[config.mk]
export PLATFORM = sky130hd
export DESIGN_NAME = serial_add_arbiter
export DESIGN_NICKNAME = d
export VERILOG_FILES = /design/src/rtl/serial_add_arbiter.sv
export SDC_FILE = /design/constraint.sdc
export NUM_CORES = 1
export LEC_CHECK = 0
export CORE_ASPECT_RATIO = 0.9
export CORE_MARGIN = 4
export CORE_UTILIZATION = 42
export DETAILED_ROUTE_END_ITERATION = 6
export PLACE_DENSITY = 0.75
export SYNTH_ARGS = -nofsm -noshare
export SYNTH_HDL_FRONTEND = slang
export SYNTH_SLANG_ARGS = --single-unit
[constraint.sdc]
create_clock -name clk -period 1.4 [get_ports clk]
set_clock_uncertainty 0.05 [all_clocks]
set_input_delay 0.28 -clock clk [delete_from_list [all_inputs] [get_ports clk]]
set_output_delay 0.28 -clock clk [all_outputs]
set_load 0.02 [all_outputs]
[src/rtl/serial_add_arbiter.sv]
// serial_add_arbiter
// Bit-serial adder shared by two requesters. A round-robin arbiter picks one
// operand pair at a time. One implication-logic full-adder cell is stepped
// LSB-first for WIDTH cycles, with the carry kept in a register. The sum,
// carry-out and owner ID are then offered on a valid/ready result port.
//
// Ports:
//   clk, rst                         clock (rising edge), async active-high reset
//   req{0,1}_valid/_a/_b/_cin        requester operand pair and carry-in
//   req{0,1}_ready                   operand accept (combinational, IDLE only)
//   res_valid/_sum/_cout/_id         result and owning requester
//   res_ready                        consumer accepts the result
//   busy                             controller is not IDLE
`timescale 1ns/1ps

// Full adder built only from material implication (x -> y = ~x | y) and negation.
module full_adder_imply (
    input  logic a,
    input  logic b,
    input  logic cin,
    output logic sum,
    output logic cout
);
    function automatic logic imp(input logic x, input logic y);
        return ~x | y;
    endfunction

    logic p;
    logic g;
    logic t;

    always_comb begin
        p    = ~(imp(a, b) & imp(b, a));      // a ^ b
        g    = ~imp(a, ~b);                   // a & b
        t    = ~imp(p, ~cin);                 // (a ^ b) & cin
        sum  = ~(imp(p, cin) & imp(cin, p));  // p ^ cin
        cout = imp(~g, t);                    // g | t
    end
endmodule

module serial_add_arbiter #(
    parameter int unsigned WIDTH = 8
) (
    input  logic             clk,
    input  logic             rst,
    input  logic             req0_valid,
    input  logic [WIDTH-1:0] req0_a,
    input  logic [WIDTH-1:0] req0_b,
    input  logic             req0_cin,
    output logic             req0_ready,
    input  logic             req1_valid,
    input  logic [WIDTH-1:0] req1_a,
    input  logic [WIDTH-1:0] req1_b,
    input  logic             req1_cin,
    output logic             req1_ready,
    output logic             res_valid,
    output logic [WIDTH-1:0] res_sum,
    output logic             res_cout,
    output logic             res_id,
    input  logic             res_ready,
    output logic             busy
);
    localparam int unsigned CNT_W = (WIDTH > 1) ? $clog2(WIDTH) : 1;
    localparam logic [CNT_W-1:0] LAST_BIT = CNT_W'(WIDTH - 1);

    typedef enum logic [1:0] {
        IDLE = 2'd0,
        RUN  = 2'd1,
        DONE = 2'd2
    } state_t;

    state_t           state;
    logic [WIDTH-1:0] a_sh;
    logic [WIDTH-1:0] b_sh;
    logic [WIDTH-1:0] s_sh;
    logic             c;
    logic [CNT_W-1:0] cnt;
    logic             id;
    logic             ptr;

    logic             grant;
    logic             any_valid;
    logic             fa_sum;
    logic             fa_cout;

    // Grant: a lone valid requester wins; on contention the pointer decides.
    always_comb begin
        any_valid = req0_valid | req1_valid;
        grant     = 1'b0;
        if (req0_valid && req1_valid) begin
            grant = ptr;
        end else if (req1_valid) begin
            grant = 1'b1;
        end
    end

    assign req0_ready = (state == IDLE) && any_valid && !grant;
    assign req1_ready = (state == IDLE) && any_valid && grant;

    // The single shared adder cell.
    full_adder_imply u_fa (
        .a    (a_sh[0]),
        .b    (b_sh[0]),
        .cin  (c),
        .sum  (fa_sum),
        .cout (fa_cout)
    );

    // Result port is a direct view of the working registers.
    assign res_sum  = s_sh;
    assign res_cout = c;
    assign res_id   = id;

    // Controller: accept, serial add over WIDTH cycles, hold result until taken.
    always_ff @(posedge clk or posedge rst) begin
        if (rst) begin
            state     <= IDLE;
            a_sh      <= '0;
            b_sh      <= '0;
            s_sh      <= '0;
            c         <= 1'b0;
            cnt       <= '0;
            id        <= 1'b0;
            ptr       <= 1'b0;
            res_valid <= 1'b0;
            busy      <= 1'b0;
        end else begin
            case (state)
                IDLE: begin
                    if (req0_valid && req0_ready) begin
                        a_sh  <= req0_a;
                        b_sh  <= req0_b;
                        c     <= req0_cin;
                        cnt   <= '0;
                        id    <= 1'b0;
                        busy  <= 1'b1;
                        state <= RUN;
                    end else if (req1_valid && req1_ready) begin
                        a_sh  <= req1_a;
                        b_sh  <= req1_b;
                        c     <= req1_cin;
                        cnt   <= '0;
                        id    <= 1'b1;
                        busy  <= 1'b1;
                        state <= RUN;
                    end
                end
                RUN: begin
                    // Sum bits enter at the MSB so the LSB lands at bit 0 after WIDTH steps.
                    s_sh <= (s_sh >> 1) | (WIDTH'(fa_sum) << (WIDTH - 1));
                    a_sh <= a_sh >> 1;
                    b_sh <= b_sh >> 1;
                    c    <= fa_cout;
                    cnt  <= cnt + CNT_W'(1);
                    if (cnt == LAST_BIT) begin
                        state     <= DONE;
                        res_valid <= 1'b1;
                    end
                end
                DONE: begin
                    if (res_ready) begin
                        state     <= IDLE;
                        res_valid <= 1'b0;
                        busy      <= 1'b0;
                        ptr       <= ~id;
                    end
                end
                default: begin
                    state     <= IDLE;
                    res_valid <= 1'b0;
                    busy      <= 1'b0;
                end
            endcase
        end
    end
endmodule

==> run_results.csv, run 1 <==
group,metric,value,unit
run_status,status,"finished with violations",
run_status,failed_checks,"setup timing",
sta,finalMaxSlewViolations,0,
synthesis,syn_nets,215,
power_and_ir_drop,peakVddDrop,1322,uV
synthesis,synth_warnings,0,
global_routing,grt_pass1_vias,1633,
sta,max_freq,0.5987,GHz
sta,rsz0062_at_grt,"true",
sta,worst_pin_slew,0.3582,ns
final_layout,n_antenna_cell,0,
synthesis,netlist_top_cells_count,"34 x dfrtp_1, 32 x nand2_1, 13 x o21ai_0",
sta,hold_viol,0,
cts,post-cts-setup-buffer-count,0,
synthesis,netlist_area,1792,um2
power_and_ir_drop,leakage,1.216,nW
synthesis,ys_seq_area_frac,0.4749,
final_layout,final_net_count,288,
route,vias,1602,
floorplanning,fp.dieH,69.96,um
setup_path,cp_data_required_time,1.07,ns
setup_path,critPathMaxFanout,2,
setup_path,arrival,1.34,ns
synthesis,avgSynthCellArea,10.36,um2
floorplanning,die_area,5376,um2
setup_path,start_kind,"register",
global_routing,antenna_found_initial,0,
route,first_iter_violations,70,
place,detailedPlacementHpwl,3343,um
synthesis,synth_top_area_frac,0.4749,
power_and_ir_drop,power,0.005058,W
final_layout,drive_gt1_frac,0.2591,
synthesis,synth_edf_count,0,
route,antenna_left,0,
synthesis,synth_top_area_cell,"dfrtp_1",
setup_path,crit_type,"reg -> out",
synthesis,ys_async_sr_fraction,1.000,
floorplanning,pin_count,53,
route,wl_per_cell,15.39,um
global_routing,grt_pass1_wl,7755,um
floorplanning,core,4101,um2
synthesis,synthFlopType,"dfrtp_1",
sta,slew_headroom,0.7608,
place,io_buffers,52,
sta,finalSetupViolCount,21,
route,finalWirelength,4541,um
flow_run,drv_cap,0,
synthesis,ys_ff_latch,34,
sta,period_share,1.193,
floorplanning,initial_utilization,0.4369,
final_layout,fillCellCount,341,
cts,root_buffer,"clkbuf_8",
global_routing,grt_use_total,0.1806,
cts,clk_latency,0.28,ns
synthesis,syn_inst,173,
cts,ctsHoldBuffers,0,
cts,clkSlewWorstSetupHoldPaths,0.06,ns
final_layout,area_growth,49.65,%
floorplanning,rows,22,
global_routing,overflow,0,
place,gp_congestion,0.7802,
synthesis,synth_area_leaders,"dfrtp_1 47%, o32ai_2 8.2%, nand2_1 6.7%, a211oi_2 6.3%, o21ai_0 3.6%",
floorplanning,die_w,76.85,um
setup_path,cp-end-kind,"output pin",
cts,htree_num_levels,2,
cts,cts-buffers-inserted,5,
setup_path,critical-path-max-stage-delay,0.42,ns
hold_path,hold_path_class,"in -> async",
cts,cts_num_sinks,34,
setup_path,path_cells,"or3b_4, nor2_8, buf_6",
route,drc_errors,0,
setup_path,slowest_stage,"or3b_4",
route,vias_per_cell,5.431,
place,dp_cells,287,
synthesis,synth.distinct_cells,32,
synthesis,yosysMostFrequentCell,"dfrtp_1",
power_and_ir_drop,power_density,1886,nW/um2
route,dr.pass1.iters,4,
sta,worst_slack,-0.2704,ns
global_routing,grt_max_degree,35,
sta,fin_crit,1.670,ns
cts,cts_tree,"built",
final_layout,layoutNonFillerInstCount,295,
cts,cts_buffer_depth,2,
==> logic make-up after synthesis <==
| logic type | after synthesis | synth area share |
|---|---|---|
| AO/OA/AOI/OAI | 44 | 0.2444 |
| adder cells (fa/ha/maj) | 3 | 0.02514 |
| buffers and inverters | 24 | 0.06355 |
| flip-flops | 34 | 0.4749 |
| AND/OR/NAND/NOR | 68 | 0.1920 |
==> power by group <==
| group | internal, W | switching (W) |
|---|---|---|
| Clock | 0.000396 | 0.000340 |
| Sequential | 0.00143 | 0.000284 |
| Combinational | 0.00128 | 0.00132 |
==> sequential cells by signal, summed over array words and instances, names as in the netlist, 2 cells and up <==
signal,count
res_sum,8
cnt,3
a_sh,8
b_sh,8
state,2
==> what timing repair did <==
action,CTS,global route
gates resized for setup,36,8
setup endpoints to repair,41,32
pin swaps,2,0
==> layout by cell type, fill, tap and decap left out, drive strengths merged, types with 2 or more instances in the layout <==
cell           netlist  final
dfrtp               34     34
nand2               32     32
nand3               10     10
nor2b                2      2
and3                 2      2
a221o                2      2
nand2b               3      3
nor3                10     10
o2111ai              3      3
a211oi              10     10
a32oi                3      3
nor2                 3      3
clkbuf               5      7
dlygate4sd2          0     14
inv                 11     11
o32ai                9      9
ha                   2      2
clkdlybuf4s50        0     36
nand4                2      2
a22o                 2      2
buf                  8     29
o21ai               13     13
==> per-layer routing <==
layer	vias up	wire length, um	share of wire	global-route usage
met5	-	0	0	0
li1	772	-	-	-
met1	784	2008	0.44	0.2366
met4	0	64	0.014	0.07445
met2	39	2244	0.49	0.2834
met3	7	223	0.049	0.04639
==> worst paths after layout <==
check / cells past startpoint / from / slack (ns) / end
worst max-delay path: 3 / state[1]$_DFFE_PP0P_ / -0.27 / req1_ready
worst min-delay path: 3 / rst / 0.30 / a_sh[2]$_DFFE_PP0P_
worst max register to register: 6 / state[0]$_DFFE_PP0P_ / -0.15 / b_sh[4]$_DFFE_PP0P_
worst min register to register: 2 / res_sum[0]$_DFFE_PP0P_ / 0.43 / res_sum[0]$_DFFE_PP0P_
max in group asynchronous: 3 / rst / 0.82 / b_sh[3]$_DFFE_PP0P_
min in group clk: 2 / res_sum[0]$_DFFE_PP0P_ / 0.43 / res_sum[0]$_DFFE_PP0P_
==> area by class of cell <==
| class | instances | area (um2) | area share |
|---|---|---|---|
| well taps | 48 | 60.06 | 0.02240 |
| flip-flops and latches | 34 | 850.8 | 0.3173 |
| repair buffers | 79 | 768.2 | 0.2865 |
| clock inverters | 1 | 5.005 | 0.001867 |
| inverters | 11 | 41.29 | 0.01540 |
| multi-input cells | 115 | 869.6 | 0.3243 |
| clock buffers | 7 | 86.33 | 0.03220 |
==> critical path, delay by kind of cell (launching register included) <==
family                 cells  cell delay (ns)
flip-flops                 1             0.41
buffers and inverters      1             0.12
AND/OR/NAND/NOR            2             0.52
==> through the flow <==
| stage | util | worst slack (ns) | area, um2 | hold WS (ns) | setup TNS, ns |
|---|---|---|---|---|---|
| 3_5_place_dp | 0.6168 | -0.9195 | 2530 | 0.4115 | -12.15 |
| 4_1_cts | 0.6437 | -0.2763 | 2640 | 0.3040 | -2.830 |
| 6_report | 0.6538 | -0.2704 | 2681 | 0.2988 | -2.427 |
| 3_3_place_gp | 0.6168 | -0.9232 | 2530 | 0.4119 | -11.58 |
| 5_1_grt | 0.6538 | -0.3182 | 2681 | 0.3170 | -4.017 |
| 2_1_floorplan | - | -0.1022 | 1804 | 0.3373 | -0.6838 |
Note: power is estimated with default switching activity, not from simulation.
==> run 2: changes to the inputs <==
--- a/config.mk
+++ b/config.mk
@@ -7,9 +7,10 @@
 export LEC_CHECK = 0
 export CORE_ASPECT_RATIO = 0.9
 export CORE_MARGIN = 4
-export CORE_UTILIZATION = 42
+export CORE_UTILIZATION = 41
 export DETAILED_ROUTE_END_ITERATION = 6
-export PLACE_DENSITY = 0.75
+export PLACE_DENSITY = 0.76
 export SYNTH_ARGS = -nofsm -noshare
 export SYNTH_HDL_FRONTEND = slang
+export SYNTH_HIERARCHICAL = 1
 export SYNTH_SLANG_ARGS = --single-unit
==> run 2 against run 1 <==
Critical path depth increased by 1. First-iteration DRC count decreased by 57%. Register-to-register slack got worse by 0.14 ns. Critical path type unchanged. Critical endpoint unchanged. Maximum frequency decreased by 8.4%. The run still ends with setup timing left. Worst setup slack got worse by 0.15 ns. Die area decreased by 7.8%.
==> run_results.csv, run 2 <==
group,metric,value,unit
final_layout,stdcell_area,2479,um2
route,antenna_left,0,
global_routing,grt_pass1_wl,6341,um
synthesis,syn_inst,139,
route,first_iter_violations,30,
global_routing,grt_pass1_vias,1428,
route,vias_per_cell,5.430,
synthesis,ys_async_sr_fraction,1.000,
floorplanning,core,3731,um2
sta,finalSetupViolCount,22,
synthesis,ys_ff_latch,34,
hold_path,hold_path_class,"in -> async",
place,dpl-instance-area,2253,um2
route,wl_per_cell,16.02,um
setup_path,cp_data_required_time,1.07,ns
global_routing,grt_use_total,0.1665,
route,vias,1390,
power_and_ir_drop,p_sw_frac,0.3559,
final_layout,final_common_cell,"clkdlybuf4s50_1",
cts,htree_num_levels,2,
cts,root_buffer,"clkbuf_8",
global_routing,overflow,0,
route,drc_errors,0,
synthesis,avgSynthCellArea,11.48,um2
floorplanning,initial_utilization,0.4276,
final_layout,drive_gt1_frac,0.2190,
sta,worst_pin_slew,0.2591,ns
global_routing,antenna_found_initial,0,
power_and_ir_drop,combPwrFrac,0.494,
final_layout,area_growth,55.37,%
flow_run,drv_cap,0,
route,finalWirelength,4100,um
setup_path,crit_type,"reg -> out",
run_status,failed_checks,"setup timing",
global_routing,grt_max_degree,35,
run_status,status,"finished with violations",
final_layout,final_net_count,251,
place,detailedPlacementHpwl,2898,um
setup_path,cp-end-kind,"output pin",
sta,worst_slack,-0.4236,ns
sta,fin_crit,1.824,ns
synthesis,synth_area_leaders,"dfrtp_1 53%, o32a_1 9.4%, o221a_1 9.2%, nand2_1 6.6%, ha_1 1.6%",
setup_path,critPathMaxFanout,2,
setup_path,start_kind,"register",
cts,ctsHoldBuffers,0,
setup_path,arrival,1.49,ns
power_and_ir_drop,leakage,1.103,nW
cts,clk_latency,0.28,ns
cts,clkSlewWorstSetupHoldPaths,0.06,ns
floorplanning,die_area,4954,um2
synthesis,synthFlopType,"dfrtp_1",
power_and_ir_drop,p_clk_frac,0.150,
final_layout,n_antenna_cell,0,
sta,max_freq,0.5484,GHz
place,place_worst_setup_slack,-1.035,ns
power_and_ir_drop,p_int,0.003155,W
cts,cts_tree,"built",
synthesis,netlist_top_cells_count,"34 x dfrtp_1, 28 x nand2_1, 15 x o32a_1",
floorplanning,rows,21,
power_and_ir_drop,pwr-share-seq,0.356,
synthesis,netlist_area,1595,um2
sta,fin_setup_tns,-5.316,ns
cts,cts_buffer_depth,2,
sta,hold_viol,0,
route,dr.pass1.iters,4,
sta,rsz0062_at_grt,"true",
floorplanning,die_w,73.75,um
floorplanning,pin_count,53,
power_and_ir_drop,switchingPower,0.001743,W
synthesis,ys_seq_area_frac,0.5333,
place,io_buffers,52,
synthesis,synth_top_area_cell,"dfrtp_1",
synthesis,synth_top_area_frac,0.5333,
synthesis,synth_edf_count,0,
floorplanning,fp.dieH,67.18,um
sta,slew_headroom,0.8269,
cts,cts-buffers-inserted,5,
synthesis,yosysMostFrequentCell,"dfrtp_1",
place,gp_congestion,0.8220,
synthesis,synth.distinct_cells,29,
sta,finalMaxSlewViolations,0,
sta,period_share,1.303,
power_and_ir_drop,peakVddDrop,1102,uV
power_and_ir_drop,power_density,1976,nW/um2
final_layout,layout.cells.most_common_list,"37 x clkdlybuf4s50_1, 34 x dfrtp_1, 28 x nand2_1, 15 x o32a_1, 14 x buf_4",
synthesis,synth_warnings,6,
cts,cts_num_sinks,34,
synthesis,syn_nets,181,
[run 2: worst paths after layout]
| path | slack [ns] | startpoint | endpoint | cells past startpoint |
|---|---|---|---|---|
| setup / recovery | -0.42 | state[0]$_DFFE_PP0P_ | req1_ready | 4 |
| max in group asynchronous | 0.82 | rst | res_sum[3]$_DFFE_PP0P_ | 3 |
| hold reg to reg | 0.42 | res_sum[0]$_DFFE_PP0P_ | res_sum[0]$_DFFE_PP0P_ | 2 |
| hold / removal | 0.30 | rst | res_sum[0]$_DFFE_PP0P_ | 3 |
| min in group clk | 0.42 | res_sum[0]$_DFFE_PP0P_ | res_sum[0]$_DFFE_PP0P_ | 2 |
| setup reg to reg | -0.29 | state[0]$_DFFE_PP0P_ | a_sh[0]$_DFFE_PP0P_ | 6 |
[run 2: layout make-up]
| cell class | count | area [um2] |
|---|---|---|
| fill | 297 | 1252 |
| sequential | 34 | 850.8 |
| timing repair buffer | 74 | 742.0 |
| multi-input combinational | 90 | 716.9 |
| clock buffer | 7 | 86.33 |
| tap | 46 | 57.56 |
| inverter | 4 | 20.02 |
| clock inverter | 1 | 5.005 |
[run 2: power by group through the flow]
stage          Combinational, W  Clock [W]  Sequential (W)
2_1_floorplan           0.00131          0         0.00189
3_3_place_gp            0.00223          0         0.00174
3_5_place_dp            0.00233          0         0.00176
4_1_cts                 0.00227   0.000743         0.00175
5_1_grt                 0.00265   0.000785         0.00180
6_report                0.00242   0.000734         0.00174
[run 2: cell families after synthesis]
kind of cell / synth area share
AND/OR/NAND/NOR: 0.1270
AO/OA/AOI/OAI: 0.2580
flip-flops: 0.5333
buffers and inverters: 0.05333
adder cells (fa/ha/maj): 0.02823
[run 2: metrics by stage]
stage,hold WS [ns],std cells,util,power [W]
6_report,0.3033,256,0.6643,0.004898
5_1_grt,0.3282,256,0.6643,0.005241
4_1_cts,0.3190,251,0.6372,0.004756
3_5_place_dp,0.4227,241,0.6040,0.004088
3_3_place_gp,0.4082,241,0.6040,0.003965
2_1_floorplan,0.3373,139,-,0.003201
[run 2: worst max-delay path, stage by stage (launching register included)]
cell and delay (ns):
dfrtp_1 0.40, or3b_4 0.40, or2_4 0.26, clkinv_4 0.05
buf_6 0.10
[run 2: routing by layer]
layer  GRT usage  part of all wire
met4     0.06335             0.017
met1      0.2248              0.45
met2      0.2544              0.47
met3     0.04613             0.058
met5           0                 0
[run 2: repair_timing]
action	in CTS	in global routing
endpoints found under the setup margin	44	21
buffers inserted	2	6
pin swaps	1	5
resized for setup	34	13
cloned	0	1
==> run 3: changes to the inputs <==
--- a/config.mk
+++ b/config.mk
@@ -10,6 +10,7 @@
 export CORE_UTILIZATION = 41
 export DETAILED_ROUTE_END_ITERATION = 6
 export PLACE_DENSITY = 0.76
+export SLEW_MARGIN = 5
 export SYNTH_ARGS = -nofsm -noshare
 export SYNTH_HDL_FRONTEND = slang
 export SYNTH_HIERARCHICAL = 1
==> results of run 3 <==
The final DEF is identical to that of run 2; final timing and power are the same.
